`src/rtl/uart_tx_fifo.sv`:
```
// UART transmitter with a write-side FIFO, configurable framing and bit period.
// Frames leave back-to-back whenever the FIFO still holds data at the end of a stop bit.
module uart_tx_fifo #(
  parameter int CLK_DIV    = 12,
  parameter int DATA_BITS  = 8,
  parameter int PARITY     = 0,
  parameter int STOP_BITS  = 1,
  parameter int FIFO_DEPTH = 8
) (
  input  logic                          clk,
  input  logic                          rst,
  input  logic                          wr,
  input  logic [DATA_BITS-1:0]          data,
  input  logic                          ovf_clr,
  output logic                          dbf,
  output logic                          empty,
  output logic [$clog2(FIFO_DEPTH):0]   level,
  output logic                          ovf,
  output logic                          tdf,
  output logic                          Txd
);

  localparam int PTR_W = $clog2(FIFO_DEPTH);
  localparam int LVL_W = PTR_W + 1;
  localparam int CNT_W = $clog2(CLK_DIV);
  localparam logic [CNT_W-1:0] CNT_LAST  = CNT_W'(CLK_DIV - 1);
  localparam logic [2:0]       DATA_LAST = 3'(DATA_BITS - 1);
  localparam logic [2:0]       STOP_LAST = 3'(STOP_BITS - 1);
  localparam logic [LVL_W-1:0] LVL_FULL  = LVL_W'(FIFO_DEPTH);

  typedef enum logic [2:0] {
    IDLE,
    START,
    DATA,
    PAR,
    STOP
  } state_e;

  state_e               state_q;
  logic [DATA_BITS-1:0] mem_q [FIFO_DEPTH];
  logic [PTR_W-1:0]     wrPtr_q, wrPtr_d;
  logic [PTR_W-1:0]     rdPtr_q, rdPtr_d;
  logic [LVL_W-1:0]     level_q, level_d;
  logic                 ovf_q, ovf_d;
  logic [CNT_W-1:0]     cnt_q;
  logic [2:0]           bitIdx_q;
  logic [DATA_BITS-1:0] shift_q;
  logic                 parity_q;
  logic                 txd_q;
  logic                 tdf_q;

  logic                 push;
  logic                 pop;
  logic                 bitEnd;
  logic [DATA_BITS-1:0] head;
  logic                 headParity;

  assign dbf   = (level_q == LVL_FULL);
  assign empty = (level_q == '0);
  assign level = level_q;
  assign ovf   = ovf_q;
  assign tdf   = tdf_q;
  assign Txd   = txd_q;

  assign push       = wr && !dbf;
  assign bitEnd     = (cnt_q == CNT_LAST);
  assign pop        = !empty && ((state_q == IDLE) ||
                      (state_q == STOP && bitEnd && bitIdx_q == STOP_LAST));
  assign head       = mem_q[rdPtr_q];
  assign headParity = (PARITY == 1) ? ~^head : ^head;

  // Full is judged on the registered level, so a same-cycle pop never admits a write into a full FIFO.
  always_comb begin
    wrPtr_d = wrPtr_q;
    rdPtr_d = rdPtr_q;
    level_d = level_q;
    ovf_d   = ovf_q;
    if (push) wrPtr_d = wrPtr_q + PTR_W'(1);
    if (pop)  rdPtr_d = rdPtr_q + PTR_W'(1);
    case ({push, pop})
      2'b10:   level_d = level_q + LVL_W'(1);
      2'b01:   level_d = level_q - LVL_W'(1);
      default: level_d = level_q;
    endcase
    if (wr && dbf)    ovf_d = 1'b1;
    else if (ovf_clr) ovf_d = 1'b0;
  end

  always_ff @(posedge clk) begin
    if (rst) begin
      wrPtr_q <= '0;
      rdPtr_q <= '0;
      level_q <= '0;
      ovf_q   <= 1'b0;
    end else begin
      wrPtr_q <= wrPtr_d;
      rdPtr_q <= rdPtr_d;
      level_q <= level_d;
      ovf_q   <= ovf_d;
    end
  end

  always_ff @(posedge clk) begin
    if (push) mem_q[wrPtr_q] <= data;
  end

  always_ff @(posedge clk) begin
    if (rst) begin
      state_q  <= IDLE;
      cnt_q    <= '0;
      bitIdx_q <= '0;
      shift_q  <= '0;
      parity_q <= 1'b0;
      txd_q    <= 1'b1;
      tdf_q    <= 1'b0;
    end else begin
      if (tdf_q && !bitEnd) cnt_q <= cnt_q + CNT_W'(1);
      else                  cnt_q <= '0;

      case (state_q)
        IDLE: begin
          txd_q <= 1'b1;
          if (pop) begin
            shift_q  <= head;
            parity_q <= headParity;
            txd_q    <= 1'b0;
            tdf_q    <= 1'b1;
            state_q  <= START;
          end
        end
        START: begin
          if (bitEnd) begin
            txd_q    <= shift_q[0];
            shift_q  <= shift_q >> 1;
            bitIdx_q <= '0;
            state_q  <= DATA;
          end
        end
        DATA: begin
          if (bitEnd) begin
            if (bitIdx_q == DATA_LAST) begin
              if (PARITY != 0) begin
                txd_q   <= parity_q;
                state_q <= PAR;
              end else begin
                txd_q    <= 1'b1;
                bitIdx_q <= '0;
                state_q  <= STOP;
              end
            end else begin
              txd_q    <= shift_q[0];
              shift_q  <= shift_q >> 1;
              bitIdx_q <= bitIdx_q + 3'd1;
            end
          end
        end
        PAR: begin
          if (bitEnd) begin
            txd_q    <= 1'b1;
            bitIdx_q <= '0;
            state_q  <= STOP;
          end
        end
        STOP: begin
          if (bitEnd) begin
            if (bitIdx_q == STOP_LAST) begin
              // Reload on the last stop edge keeps consecutive frames gap-free.
              if (pop) begin
                shift_q  <= head;
                parity_q <= headParity;
                txd_q    <= 1'b0;
                state_q  <= START;
              end else begin
                txd_q   <= 1'b1;
                tdf_q   <= 1'b0;
                state_q <= IDLE;
              end
            end else begin
              bitIdx_q <= bitIdx_q + 3'd1;
            end
          end
        end
        default: begin
          txd_q   <= 1'b1;
          tdf_q   <= 1'b0;
          state_q <= IDLE;
        end
      endcase
    end
  end

endmodule
```
`config.mk`:
```
export PLATFORM = sky130hd
export DESIGN_NAME = uart_tx_fifo
export DESIGN_NICKNAME = d
export VERILOG_FILES = /design/src/rtl/uart_tx_fifo.sv
export SDC_FILE = /design/constraint.sdc
export NUM_CORES = 1
export LEC_CHECK = 0
export CELL_PAD_IN_SITES_DETAIL_PLACEMENT = 2
export CELL_PAD_IN_SITES_GLOBAL_PLACEMENT = 2
export CORE_MARGIN = 3
export CORE_UTILIZATION = 42
export CTS_CLUSTER_SIZE = 14
export DETAILED_ROUTE_END_ITERATION = 8
export GPL_TIMING_DRIVEN = 0
export PLACE_DENSITY_LB_ADDON = 0.1
export SYNTH_ARGS = -nofsm -noshare
export SYNTH_HDL_FRONTEND = slang
export SYNTH_SLANG_ARGS = --single-unit
```
`constraint.sdc`:
```
create_clock -name clk -period 3.6 [get_ports clk]
set_input_delay 0.9 -clock clk [delete_from_list [all_inputs] [get_ports clk]]
set_output_delay 0.9 -clock clk [all_outputs]
set_load 0.01 [all_outputs]
```
== After elaboration in Yosys (flattened, before gate mapping) ==
Memories as Yosys holds them, arrays and structs flattened. A register that Yosys moved wholly into a read port is not among the register bits.
Cells that the tools add are included.
Word-level totals
  bits in registers: 31
  RAM bits: 64
  output and inout bits: 9
  word-level logic and storage cells: 106
  memories kept: 1
Memory list
  mem_q: depth 8, width 8, read ports 1, clocked after memory_dff 1, write ports 1, line 40  | logic [DATA_BITS-1:0] mem_q [FIFO_DEPTH];
Operators by class
  add/sub/neg operators: 6
  equality and inequality tests: 20
  mux-type cells: 42
  bitwise gates (word level): 2
  reduce and logical (&&, ||, !) cells: 25
Operators with widths (count)
  8-bit two-way mux: 6
  3-bit two-way mux: 14
  8-bit one-hot mux with 4 select lines: 1
  2-bit != test, second input constant: 9
  1-bit two-way mux: 16
  3-bit one-hot mux with 5 select lines: 1
  5-bit AND reduction: 3
  3-bit by 1-bit adder with 3-bit output, second input constant: 3
  3-bit one-hot mux with 3 select lines: 1
  4-bit by 1-bit adder with 4-bit output, second input constant: 2
  4-bit == test, second input constant: 2
  4-bit one-hot mux with 2 select lines: 1
  7-bit AND reduction: 1
  3-bit by 2-bit == test with 1-bit output, second input constant: 2
  3-bit == test, second input constant: 2
  1-bit logical AND: 6
  3-bit logical NOT: 2
  6-bit AND reduction: 1
  1-bit one-hot mux with 5 select lines: 1
  4-bit logical NOT: 1
  2-bit by 1-bit != test with 1-bit output, second input constant: 2
  2-bit nonzero test: 2
  4-bit nonzero test: 1
  2-bit OR reduction: 2
  10 further kinds: 13

== Longest topological paths before layout ==
  depth after elaboration: 9
  gate-level depth with buffers: 13
  gate-level depth less buffers: 13

== Worst setup path after synthesis ==
No wires, ideal clock.
  path kind: reg2reg
  from: register level_q[1], in the netlist level[1]
  to: register level_q[2], in the netlist level[2]
  library setup time: 70 ps
  arrival time: 2669 ps
  data required time: 3530 ps
  slack: 860 ps
  cell stages (with the launch flop): 11
  cell sequence: dfxtp_1 -> nor4b_1 -> nor2b_1 -> inv_1 -> ha_1 -> xor2_1 -> ha_1 -> a21oi_1 -> xor2_1 -> or3_1 -> a21oi_1
Between the ends
  word-level cells in the longest chain between the ends: 5
Ends and longest elaborated chain
  start: declaration: line 43  | logic [LVL_W-1:0] level_q, level_d;
  start signal: assignment: line 98  | level_q <= level_d;
  4-bit == test *: line 58  | assign dbf = (level_q == LVL_FULL);
  via dbf: line 15  | output logic dbf,
  1-bit logical NOT *: line 65  | assign push = wr && !dbf;
  1-bit logical AND *: line 65
  2-bit by 1-bit == test with 1-bit output / 2-bit == test (equally long branches): line 80  | case ({push, pop})
  4-bit one-hot mux with 2 select lines / 2-bit nonzero test (equally long branches)
Mark *: on every way through the listed nets, which the timed path passes. The rest lies on a longest branch.
A chain may end at the register's enable or synchronous reset.

== Final worst setup path ==
  from: register cnt_q[0]
  to: register level_q[2], in the netlist level[2]
Between the ends
  word-level cells in the longest chain between the ends: 7
Ends and longest elaborated chain
  start: declaration: line 45  | logic [CNT_W-1:0] cnt_q;
  start signal: assignment: line 117  | if (tdf_q && !bitEnd) cnt_q <= cnt_q + CNT_W'(1);
  4-bit == test *: line 66  | assign bitEnd = (cnt_q == CNT_LAST);
  1-bit logical AND * (2 in a row): line 68  | (state_q == STOP && bitEnd && bitIdx_q == STOP_LAST));
  1-bit logical OR *: line 67  | assign pop = !empty && ((state_q == IDLE) ||
  1-bit logical AND *: line 67
  2-bit by 1-bit == test with 1-bit output / 2-bit == test (equally long branches): line 80
  4-bit one-hot mux with 2 select lines / 2-bit nonzero test (equally long branches)
Mark *: on every way between the ends. The rest lies on a longest branch, timed or not.

==> results by group <==
Timing
  • RSZ-0062 raised after global routing: no
  • Fmax: 0.3234 GHz
  • Fin crit period: 3.092 ns
  • Hold WS: 0.4623 ns
  • Final Hold Fails: 0
  • Crit share post-route: 85.89%
  • Final setup TNS: 0 ns
  • Rel. slew slack: 36.60%
  • Pins Over Slew Limit: 0
  • Worst Max-Slew Pin Slew: 0.9475 ns
  • Clock skew: 0.01952 ns
  • Setup-failing EPs final: 0

Global routing
  • Total GRT Usage: 20.54%
  • Total congestion overflow: 0
  • Antenna violations before repair: 0
  • Largest net degree at the start of global routing: 19
  • Vias in the first global route: slightly below 3000
  • Global-route wire length before repair: 17.04 mm

Final layout
  • Share of layout cells above drive strength 1: 15.43%
  • Post-route non-filler standard cell count: 479
  • Final instance area: 4697 sq um
  • Most frequent cells in the layout: 64 x edfxtp_1, 34 x dfxtp_1, 32 x nor2_1, 19 x mux2i_1, 19 x clkdlybuf4s50_1
  • Layout Nets: 366
  • Commonest non-fill, non-tap cell in the layout: edfxtp_1
  • ANT cells: 0
  • Area added between synthesis and finish: 13.76%

Yosys
  • Post-synth EDFFs: 64
  • Avg Cell Area, Syn: roughly 13 sq um
  • Netlist area before placement: about 4100 sq um
  • FFs w/ async S/R, synth: 0%
  • Syn nets: roughly 340
  • Ys flop type: edfxtp_1
  • Sequential area share after synthesis: 63.03%
  • Synth cell types: 42
  • Post-synthesis register bit count: 98
  • YS warnings: 0
  • Gate Count Post-Synth: 314

Worst setup path
  • CP Launch Type: flip-flop
  • Crit Path Class: flip-flop to flip-flop
  • Most common cell on crit path: ha_1
  • Worst R2R Start: cnt_q[0]
  • Sequence of cells on the critical path: ha_1 -> nand3b_1 -> buf_2 -> o21ai_1 -> nand2_1 -> inv_1 -> ha_1 -> xor2_1 -> ha_1 -> a21oi_1 -> xor2_1 -> or3_1 -> a21oi_1
  • CP Capture Type: flip-flop
  • Arrival time worst endpoint: 3.38 ns
  • Worst setup path start: cnt_q[0]
  • CP Data Required Time: about 3.9 ns
  • CP max-delay cell: dfxtp_1
  • Reg2reg path depth: 13
  • Slowest cell delay on critical path: 0.36 ns
  • Largest fanout on the critical path: 10

Place
  • Placer Congestion: 0.7529
  • Placed cell area: approximately 4500 sq um
  • Input/output buffers: 19
  • Detailed placer's ending HPWL: roughly 7.6 mm
  • Cell total after placement: approximately 460

Route
  • DR DRC count: 0
  • Via count: 2682
  • Total Routed Length: 10.69 mm
  • Wirelength per Cell: between 20 and 25 um
  • Via/cell ratio: 5.599
  • DRT iter0 DRCs: 118
  • Detail Route Antenna Nets: 0
  • Detailed Routing Iterations Pass 1: 4

CTS
  • Worst skew pair latency: 0.37 ns
  • H-tree depth: 3
  • TritonCTS buffer count: 9
  • Clock Path Buffers: 2
  • Clk slew on worst S/H paths: 0.10 ns
  • CTS tree: done
  • Clock sink count: 98
  • CTS Root Cell: clkbuf_8

Pwr
  • Power, Total: 3.363 mW
  • LEAKAGE: roughly 1.6 nW
  • PwrDens: 716.1 nW/um^2
  • Worst vdd ir: around 0.27 mV

Floorplanning
  • Core Footprint: 9415 sq um
  • Die Span Y: 105.2 um
  • Die area: 11060 sq um
  • Starting density of the core: 43.85%
  • Die Wd: 105.2 um
  • Boundary Pins: 21
  • Rows: 35

Flow run
  • Number of max-cap violations: 0

Hold path
  • Hold depth: 1
  • Worst Hold Launch: cnt_q[0]
  • Worst Hold Class: flip-flop to flip-flop

Outcome
  • Status: finished clean
==> area by class of cell <==
class | count | area (sq um)
Fill cell | 922 | 4718
Sequential cell | 98 | 2603
Multi-Input combinational cell | 199 | 1478
Timing Repair Buffer | 20 | 197.7
Tap cell | 129 | 161.4
Clock buffer | 9 | 123.9
Clock inverter | 7 | 58.81
Buffer | 12 | 56.30
Inverter | 5 | 18.77
==> critical path: cells and delay by family, from the launching register on <==
family	cells	cell delay (ns)
AND/OR/NAND/NOR	3	0.73
adder cells (fa/ha/maj)	3	0.65
AO/OA/AOI/OAI	3	0.54
buffers and inverters	2	0.39
flip-flops	1	0.36
XOR/XNOR	2	0.35
==> final timing paths <==
check	slack, ns	to
worst max-delay path	0.51	level[2]
worst min-delay path	0.46	cnt_q[0]
worst max register to register	0.51	level[2]
worst min register to register	0.46	cnt_q[0]
==> power breakdown <==
group	total [mW]	internal (mW)	switching, mW
Clock	0.680	0.264	0.416
Combinational	1.24	0.513	0.722
Sequential	1.45	1.33	0.114
==> per-layer routing <==
| layer | routed length [um] | track usage (%) |
|---|---|---|
| met1 | 4714 | 26.48 |
| met2 | 5532 | 35.66 |
| met3 | 300 | 3.212 |
| met4 | 138 | 6.092 |
| met5 | 0 | 0 |
==> synthesized netlist by cell type (5+ instances only) <==
library cell | number | area, sq um
a211oi_1 | 8 | 60.06
a21oi_1 | 15 | 75.07
a22o_1 | 6 | 52.55
buf_2 | 6 | 30.03
clkbuf_1 | 5 | 18.77
dfxtp_1 | 34 | 680.7
edfxtp_1 | 64 | 1922
ha_1 | 9 | 112.6
inv_1 | 5 | 18.77
mux2_2 | 14 | 157.7
mux2i_1 | 19 | 190.2
nand2_1 | 11 | 41.29
nand2b_1 | 9 | 56.30
nand3_1 | 6 | 30.03
nor2_1 | 32 | 120.1
nor3_1 | 17 | 85.08
o22ai_1 | 7 | 43.79
xor2_1 | 7 | 61.31
==> kinds of logic (layout without fill, tap and decap cells) <==
group / after synthesis / count (layout) / share of synthesized area, %
adders and majority gates: 9 / 9 / 2.727
xor gates and xnor gates: 11 / 11 / 2.333
DFF: 98 / 98 / 63.03
buffers and inverters: 17 / 53 / 1.818
muxes: 35 / 35 / 9.515
and+or+nand+nor: 96 / 96 / 12.27
AOI/OAI and AO/OA: 48 / 48 / 8.303
==> flip-flops by register name, indices dropped and copies added, names as in the netlist, named ones only <==
signal    cells
mem_q        64
shift_q       8
cnt_q         4
level         4
bitIdx_q      3
rdPtr_q       3
state_q       3
wrPtr_q       3
Txd           1
ovf           1
tdf           1
==> per-stage QoR <==
stage               utilization [%]  setup WS (ns)
CTS                           49.78         0.2532
global placement              47.59        -0.3842
floorplan                         -         0.8603
global route                  49.89         0.1928
detailed placement            47.84       -0.03410
finish                        49.89         0.5080
==> repair_timing <==
action	CTS	global route
hold buffers	0	0
gates resized for setup	0	1
endpoints found under the setup margin	0	1
setup buffers	0	0
No activity file was read; power rests on OpenSTA's default activity.
